==> src/rtl/iter_alu_if.sv <==
// Request/response bundle for iter_alu: operand handshake in, result handshake out.
interface iter_alu_if #(
  parameter int WIDTH = 32
);
  logic             in_valid;
  logic             in_ready;
  logic [3:0]       ctr;
  logic [WIDTH-1:0] a;
  logic [WIDTH-1:0] b;
  logic             out_valid;
  logic             out_ready;
  logic [WIDTH-1:0] result;
  logic [WIDTH-1:0] hi;
  logic             zero;
  logic             busy;

  modport master (
    output in_valid, ctr, a, b, out_ready,
    input  in_ready, out_valid, result, hi, zero, busy
  );

  modport slave (
    input  in_valid, ctr, a, b, out_ready,
    output in_ready, out_valid, result, hi, zero, busy
  );
endinterface

==> src/rtl/iter_alu.sv <==
// Handshaked MIPS-style ALU with iterative unsigned multiply/divide (HI/LO result).
// Optional signed MULT/DIV (ops 10/11) enabled by defining ITER_ALU_SIGNED_MULDIV_EN.
module iter_alu #(
  parameter int WIDTH = 32
) (
  input logic        clk,
  input logic        rst_n,
  iter_alu_if.slave  bus
);
  localparam int CNT_W = $clog2(WIDTH) + 1;

  localparam logic [1:0] IDLE = 2'd0;
  localparam logic [1:0] CALC = 2'd1;
  localparam logic [1:0] DONE = 2'd2;

  localparam logic [WIDTH-1:0] ONE   = {{(WIDTH-1){1'b0}}, 1'b1};
  localparam logic [WIDTH-1:0] ZEROW = {WIDTH{1'b0}};

  logic [1:0]       state_r;
  logic [CNT_W-1:0] cnt_r;
  logic [WIDTH-1:0] hi_acc_r, lo_acc_r, opnd_r;
  logic [WIDTH-1:0] result_r, hi_r;
  logic             zero_r;
  logic             is_div_r;

  logic             accept_s;
  logic             iter_op_s, div_op_s;
  logic [WIDTH-1:0] a_mag_s, b_mag_s;
  logic [WIDTH-1:0] single_s;
  logic [WIDTH:0]   mul_sum_s, div_shift_s;
  logic             div_ge_s;
  logic [WIDTH-1:0] iter_hi_s, iter_lo_s;
  logic [WIDTH-1:0] fin_hi_s, fin_lo_s;

`ifdef ITER_ALU_SIGNED_MULDIV_EN
  logic neg_q_r, neg_r_r;
  logic neg_q_s, neg_r_s;

  function automatic logic [WIDTH-1:0] neg_w(input logic [WIDTH-1:0] x);
    return (~x) + ONE;
  endfunction

  function automatic logic [2*WIDTH-1:0] neg_2w(input logic [2*WIDTH-1:0] x);
    return (~x) + {{(2*WIDTH-1){1'b0}}, 1'b1};
  endfunction
`endif

  function automatic logic [WIDTH-1:0] single_op(input logic [3:0] op,
                                                 input logic [WIDTH-1:0] x,
                                                 input logic [WIDTH-1:0] y);
    logic [WIDTH-1:0] r;
    case (op)
      4'd0:    r = x & y;
      4'd1:    r = x | y;
      4'd2:    r = x + y;
      4'd3:    r = (x == y) ? ONE : ZEROW;
      4'd4:    r = (x <= y) ? ONE : ZEROW;
      4'd5:    r = (x >= y) ? ONE : ZEROW;
      4'd6:    r = x - y;
      4'd7:    r = (x < y) ? ONE : ZEROW;
      4'd12:   r = ~(x | y);
      default: r = ZEROW;
    endcase
    return r;
  endfunction

  assign accept_s = bus.in_valid && (state_r == IDLE);
  assign single_s = single_op(bus.ctr, bus.a, bus.b);

  // Classify the incoming op and derive the magnitudes loaded into the iterative core.
  always_comb begin
    a_mag_s   = bus.a;
    b_mag_s   = bus.b;
    iter_op_s = (bus.ctr == 4'd8) || (bus.ctr == 4'd9);
    div_op_s  = (bus.ctr == 4'd9);
`ifdef ITER_ALU_SIGNED_MULDIV_EN
    neg_q_s   = 1'b0;
    neg_r_s   = 1'b0;
    if ((bus.ctr == 4'd10) || (bus.ctr == 4'd11)) begin
      iter_op_s = 1'b1;
      div_op_s  = (bus.ctr == 4'd11);
      a_mag_s   = bus.a[WIDTH-1] ? neg_w(bus.a) : bus.a;
      b_mag_s   = bus.b[WIDTH-1] ? neg_w(bus.b) : bus.b;
      // Divide-by-zero keeps the all-ones quotient; negating the remainder restores a.
      neg_q_s   = (bus.a[WIDTH-1] ^ bus.b[WIDTH-1]) && !((bus.ctr == 4'd11) && (bus.b == ZEROW));
      neg_r_s   = (bus.ctr == 4'd11) && bus.a[WIDTH-1];
    end else begin
      neg_q_s   = 1'b0;
      neg_r_s   = 1'b0;
    end
`endif
  end

  // One shift-add multiply step or one restoring-divide step on the HI/LO accumulators.
  always_comb begin
    mul_sum_s   = {1'b0, hi_acc_r} + (lo_acc_r[0] ? {1'b0, opnd_r} : {1'b0, ZEROW});
    div_shift_s = {hi_acc_r, lo_acc_r[WIDTH-1]};
    div_ge_s    = (div_shift_s >= {1'b0, opnd_r});
    if (is_div_r) begin
      if (div_ge_s) begin
        iter_hi_s = WIDTH'(div_shift_s - {1'b0, opnd_r});
        iter_lo_s = {lo_acc_r[WIDTH-2:0], 1'b1};
      end else begin
        iter_hi_s = div_shift_s[WIDTH-1:0];
        iter_lo_s = {lo_acc_r[WIDTH-2:0], 1'b0};
      end
    end else begin
      iter_hi_s = mul_sum_s[WIDTH:1];
      iter_lo_s = {mul_sum_s[0], lo_acc_r[WIDTH-1:1]};
    end
  end

  // Final-cycle result: sign fixup for signed ops, pass-through otherwise.
  always_comb begin
    fin_hi_s = iter_hi_s;
    fin_lo_s = iter_lo_s;
`ifdef ITER_ALU_SIGNED_MULDIV_EN
    if (is_div_r) begin
      if (neg_q_r) fin_lo_s = neg_w(iter_lo_s);
      else         fin_lo_s = iter_lo_s;
      if (neg_r_r) fin_hi_s = neg_w(iter_hi_s);
      else         fin_hi_s = iter_hi_s;
    end else if (neg_q_r) begin
      {fin_hi_s, fin_lo_s} = neg_2w({iter_hi_s, iter_lo_s});
    end else begin
      fin_hi_s = iter_hi_s;
      fin_lo_s = iter_lo_s;
    end
`endif
  end

  // Control FSM, operand capture, iteration and result registers.
  always_ff @(posedge clk or negedge rst_n) begin
    if (!rst_n) begin
      state_r  <= IDLE;
      cnt_r    <= {CNT_W{1'b0}};
      hi_acc_r <= ZEROW;
      lo_acc_r <= ZEROW;
      opnd_r   <= ZEROW;
      result_r <= ZEROW;
      hi_r     <= ZEROW;
      zero_r   <= 1'b1;
      is_div_r <= 1'b0;
`ifdef ITER_ALU_SIGNED_MULDIV_EN
      neg_q_r  <= 1'b0;
      neg_r_r  <= 1'b0;
`endif
    end else begin
      case (state_r)
        IDLE: begin
          if (accept_s) begin
            if (iter_op_s) begin
              state_r  <= CALC;
              cnt_r    <= CNT_W'(WIDTH);
              hi_acc_r <= ZEROW;
              lo_acc_r <= div_op_s ? a_mag_s : b_mag_s;
              opnd_r   <= div_op_s ? b_mag_s : a_mag_s;
              is_div_r <= div_op_s;
`ifdef ITER_ALU_SIGNED_MULDIV_EN
              neg_q_r  <= neg_q_s;
              neg_r_r  <= neg_r_s;
`endif
            end else begin
              state_r  <= DONE;
              result_r <= single_s;
              hi_r     <= ZEROW;
              zero_r   <= (single_s == ZEROW);
            end
          end
        end
        CALC: begin
          hi_acc_r <= iter_hi_s;
          lo_acc_r <= iter_lo_s;
          cnt_r    <= cnt_r - {{(CNT_W-1){1'b0}}, 1'b1};
          if (cnt_r == {{(CNT_W-1){1'b0}}, 1'b1}) begin
            state_r  <= DONE;
            result_r <= fin_lo_s;
            hi_r     <= fin_hi_s;
            zero_r   <= (fin_lo_s == ZEROW);
          end
        end
        DONE: begin
          if (bus.out_ready) state_r <= IDLE;
        end
        default: state_r <= IDLE;
      endcase
    end
  end

  assign bus.in_ready  = (state_r == IDLE);
  assign bus.out_valid = (state_r == DONE);
  assign bus.busy      = (state_r == CALC);
  assign bus.result    = result_r;
  assign bus.hi        = hi_r;
  assign bus.zero      = zero_r;
endmodule

==> src/flat_wrapper.sv <==
// flat-port wrapper written by rule: the top's interface ports become plain ports
module iter_alu_flat 
#(
  parameter int WIDTH = 32
)
  (clk, rst_n, bus_in_valid, bus_ctr, bus_a, bus_b, bus_out_ready, bus_in_ready, bus_out_valid, bus_result, bus_hi, bus_zero, bus_busy);
  iter_alu_if #(.WIDTH(WIDTH)) bus_i ();
  input logic clk;
  input logic rst_n;
  input wire logic [$bits(bus_i.in_valid)-1:0] bus_in_valid;
  input wire logic [$bits(bus_i.ctr)-1:0] bus_ctr;
  input wire logic [$bits(bus_i.a)-1:0] bus_a;
  input wire logic [$bits(bus_i.b)-1:0] bus_b;
  input wire logic [$bits(bus_i.out_ready)-1:0] bus_out_ready;
  output wire logic [$bits(bus_i.in_ready)-1:0] bus_in_ready;
  output wire logic [$bits(bus_i.out_valid)-1:0] bus_out_valid;
  output wire logic [$bits(bus_i.result)-1:0] bus_result;
  output wire logic [$bits(bus_i.hi)-1:0] bus_hi;
  output wire logic [$bits(bus_i.zero)-1:0] bus_zero;
  output wire logic [$bits(bus_i.busy)-1:0] bus_busy;
  assign bus_i.in_valid = bus_in_valid;
  assign bus_i.ctr = bus_ctr;
  assign bus_i.a = bus_a;
  assign bus_i.b = bus_b;
  assign bus_i.out_ready = bus_out_ready;
  assign bus_in_ready = bus_i.in_ready;
  assign bus_out_valid = bus_i.out_valid;
  assign bus_result = bus_i.result;
  assign bus_hi = bus_i.hi;
  assign bus_zero = bus_i.zero;
  assign bus_busy = bus_i.busy;
  iter_alu #(.WIDTH(WIDTH)) u_core (.clk(clk), .rst_n(rst_n), .bus(bus_i));
endmodule
==> config.mk <==
export PLATFORM = sky130hd
export DESIGN_NAME = iter_alu_flat
export DESIGN_NICKNAME = d
export VERILOG_FILES = /design/src/rtl/iter_alu_if.sv /design/src/rtl/iter_alu.sv /design/src/flat_wrapper.sv
export SDC_FILE = /design/constraint.sdc
export NUM_CORES = 1
export LEC_CHECK = 0
export BUFFER_PORTS_ARGS = -buffer_cell sky130_fd_sc_hd__buf_4
export CORE_ASPECT_RATIO = 1.1
export CORE_UTILIZATION = 55
export CTS_CLUSTER_SIZE = 20
export DETAILED_ROUTE_END_ITERATION = 10
export PLACE_DENSITY_LB_ADDON = 0.08
export SKIP_LAST_GASP = 1
export SYNTH_ARGS = -nofsm -noshare
export SYNTH_HDL_FRONTEND = slang
export SYNTH_SLANG_ARGS = --single-unit
==> constraint.sdc <==
create_clock -name clk -period 7.1 [get_ports clk]
set_clock_uncertainty 0.15 [all_clocks]
set_input_delay 0.355 -clock clk [delete_from_list [all_inputs] [get_ports clk]]
set_output_delay 0.355 -clock clk [all_outputs]
set_load 0.05 [all_outputs]
==> run_results.csv <==
group,metric,value,unit
critical_path,crit_path_end_kind,"flop",
placed_design,dp_hpwl,44200,um
layout,fin_nets,2619,
yosys,syn_area,0.01718,sq mm
route,viasPerCell,6.324,
power_and_ir_drop,leakage,9.060,nW
layout,fillerInstances,2855,
placed_design,portBuffers,139,
floorplan,floorplan.initialDensity,0.5614,
clock_tree,cts_tree,"built",
timing,min_period_over_period,0.6480,
yosys,synth_top_family_by_area,"compound AO/OA/AOI/OAI gates",
floorplan,io_pins,140,
timing,setup_tns,0,ns
hold_path,hp-class,"input port to flop",
global_route,grt_pass1_vias,16560,
floorplan,die-area,0.03194,sq mm
clock_tree,clk_pin_slew,0.08,ns
route,drtIter0Drc,1738,
global_route,gr-total-overflow,0,
route,final_antenna_net_count,0,
yosys,synth_xor_area_frac,0.02957,
yosys,synthMuxAreaShare,0.02703,
critical_path,crit_fanout,5,
critical_path,cp_slowest_cell,"a2111oi_0",
floorplan,die_y,187.3,um
global_route,grt_max_degree,108,
yosys,yosys.area_share.simple,0.2084,
timing,fin_crit,4.601,ns
route,wirelength,58610,um
yosys,synth_cell_types,82,
timing,timing.final.hold_violations,0,
clock_tree,clock-sinks,170,
critical_path,critical_path_arrival,4.85,ns
yosys,yosysSeqAreaShare,0.2477,
clock_tree,cts-buffers-inserted,17,
yosys,yosys.area_share.adder,0.1249,
critical_path,critPathMaxStageDelay,1.17,ns
layout,final_cell_mix,"nand2_1 (299), a21oi_1 (243), nor2_1 (230)",
layout,final_layout_size_suffix_gt1_frac,0.1046,
clock_tree,insertion_delay,0.45,ns
route,firstDrtPassIters,6,
route,num_vias,17740,
critical_path,critPathKind,"input port to flop",
timing,max_clock_freq,0.2174,GHz
yosys,synth_edf_count,0,
floorplan,core-area,0.03060,sq mm
route,wl_per_cell,20.89,um
run_status,violations,"max-capacitance violations",
yosys,synthArstFlopShare,1.000,
power_and_ir_drop,totalPowerFinal,6.938,mW
critical_path,path_cells,"buf_4 > ha_1 > fa_1 > a21o_1 > and4_1 > o211ai_1 > a21oi_1 > a21oi_1 > nor2b_1 > a21oi_1 > a2111oi_0 > o21bai_1 > nor4_1 > and4bb_1 > a31o_1",
clock_tree,clock_path_buffers,2,
timing,tightestPinTransition,1.424,ns
critical_path,required,7.35,ns
yosys,synth_ff_type,"dfrtp_1",
global_route,antenna_found_initial,1,
yosys,ys_ff_latch,170,
yosys,postSynthNetCount,2570,
route,drc,0,
yosys,syn_area_per_cell,7.375,sq um
layout,final_common_cell,"nand2_1",
yosys,synth_cells,2329,
power_and_ir_drop,p_per_area,363.7,mW/mm^2
placed_design,dp_cells,2771,
timing,slew_headroom,0.02621,
global_route,grt_pass1_wl,91840,um
layout,syn_to_final_growth,11.05,%
floorplan,die_x,170.5,um
timing,drv_slew,0,
clock_tree,cts.repair.resized,0,
critical_path,start_kind,"input port",
timing,rsz0062_at_grt,"false",
job,drv_cap,1,
timing,setup_viol,0,
yosys,yosysWarnings,0,
clock_tree,htreeDepth,4,
power_and_ir_drop,peakVddDrop,234.7,uV
yosys,synth-compound-area-share,0.3009,
floorplan,row_count,67,
run_status,status,"finished with violations",
critical_path,path_common_cell,"a21oi_1",
placed_design,gp_congestion,1.002,
global_route,grt_usage,0.3705,
clock_tree,root_buffer,"clkbuf_16",
layout,final_cells,2806,
==> synth_stat cells, types with 10 or more instances <==
cell type	n	area [sq um]
nor2b_1	15	93.84
o221ai_1	16	140.1
nor3_1	37	185.2
a21oi_1	243	1216
nand2b_1	23	143.9
nand3_1	33	165.2
o31ai_1	21	157.7
a22oi_1	25	187.7
xnor2_1	36	315.3
ha_1	165	2064
dfrtp_1	169	4229
o21a_1	13	97.59
a31oi_1	21	131.4
xor2_1	22	192.7
nand4_1	24	150.1
buf_1	15	56.30
o21ai_0	227	1136
mux2_2	11	123.9
a21o_1	53	397.9
a211oi_1	26	195.2
o211ai_1	33	247.7
mux2i_1	34	340.3
clkbuf_1	107	401.6
nor2_1	233	874.6
o21bai_1	26	195.2
o22ai_1	11	68.82
buf_2	10	50.05
nand2_1	300	1126
inv_1	144	540.5
and2_1	45	281.5
or2_2	15	93.84
nor4_1	16	100.1
a221oi_1	20	175.2
a221o_1	10	100.1
==> power by group <==
part	internal, mW	switching [mW]	total [mW]
sequential	1.35	0.391	1.74
combinational	1.60	2.68	4.28
clock	0.472	0.443	0.916
total	3.42	3.52	6.94
==> critical path: cells and delay by family <==
kind | cells | cell delay [ns]
AND/OR/NAND/NOR | 4 | 1.14
AO/OA/AOI/OAI | 8 | 2.58
adder cells (fa/ha/maj) | 2 | 0.65
buffers and inverters | 1 | 0.13
==> layout make-up <==
type	count	area (sq um)	share of cell area
multi-input cells	1881	11960	0.6268
flip-flops and latches	170	4257	0.2232
repair buffers	162	1225	0.06422
inverters	146	548.0	0.02873
well taps	414	518.0	0.02716
clock buffers	18	439.2	0.02302
clock inverters	14	128.9	0.006756
diodes	1	2.502	0.0001312
==> sequential cells by signal, summed over array words and instances (netlist names) <==
register           cells
u_core.bus.hi         32
u_core.bus.result     32
u_core.bus.zero        1
u_core.cnt_r           6
u_core.hi_acc_r       32
u_core.is_div_r        1
u_core.lo_acc_r       32
u_core.opnd_r         32
u_core.state_r         2
==> logic make-up (layout without fill, tap and decap cells) <==
logic type | after synthesis | count (layout)
compound gates | 820 | 820
xor+xnor | 58 | 58
fa+ha+maj | 169 | 169
buf+inv | 278 | 340
flops | 170 | 170
mux | 45 | 45
other cells | 0 | 1
simple gates | 789 | 789
==> final timing paths <==
check / startpoint / end / slack [ns] / cells after the start
min in group asynchronous: rst_n / u_core.bus.hi[4] / 0.46 / 2
setup / recovery: bus_b[0] / u_core.bus.zero / 2.50 / 15
max in group asynchronous: rst_n / u_core.is_div_r / 4.89 / 3
setup reg to reg: u_core.lo_acc_r[0] / u_core.bus.hi[31] / 2.52 / 15
hold reg to reg: u_core.bus.result[8] / u_core.bus.result[8] / 0.32 / 2
hold / removal: bus_b[0] / u_core.opnd_r[0] / 0.12 / 3
==> repair_timing <==
action | in CTS | in global routing
endpoints found under the hold margin | 107 | 0
hold buffers | 2 | 0
buffers inserted | 0 | 0
==> layer usage <==
layer | track usage | wire [um] | share of wire | vias to the layer above
met3 | 0.04951 | 4014 | 0.068 | 127
met1 | 0.5117 | 25990 | 0.44 | 8444
met5 | 0 | 0 | 0 | -
li1 | - | - | - | 8412
met2 | 0.5828 | 26520 | 0.45 | 761
met4 | 0.1455 | 2079 | 0.035 | 0
==> stage by stage <==
step	setup WS, ns	util	cell area (sq um)	hold slack [ns]
floorplan	3.434	-	17180	-0.09059
global placement	2.246	0.6041	18480	0.3036
detailed placement	2.215	0.6041	18480	0.3089
CTS	2.578	0.6233	19070	0.1034
global route	2.198	0.6233	19070	0.1357
finish	2.499	0.6234	19070	0.1215
Note: power is estimated with default switching activity, not from simulation.
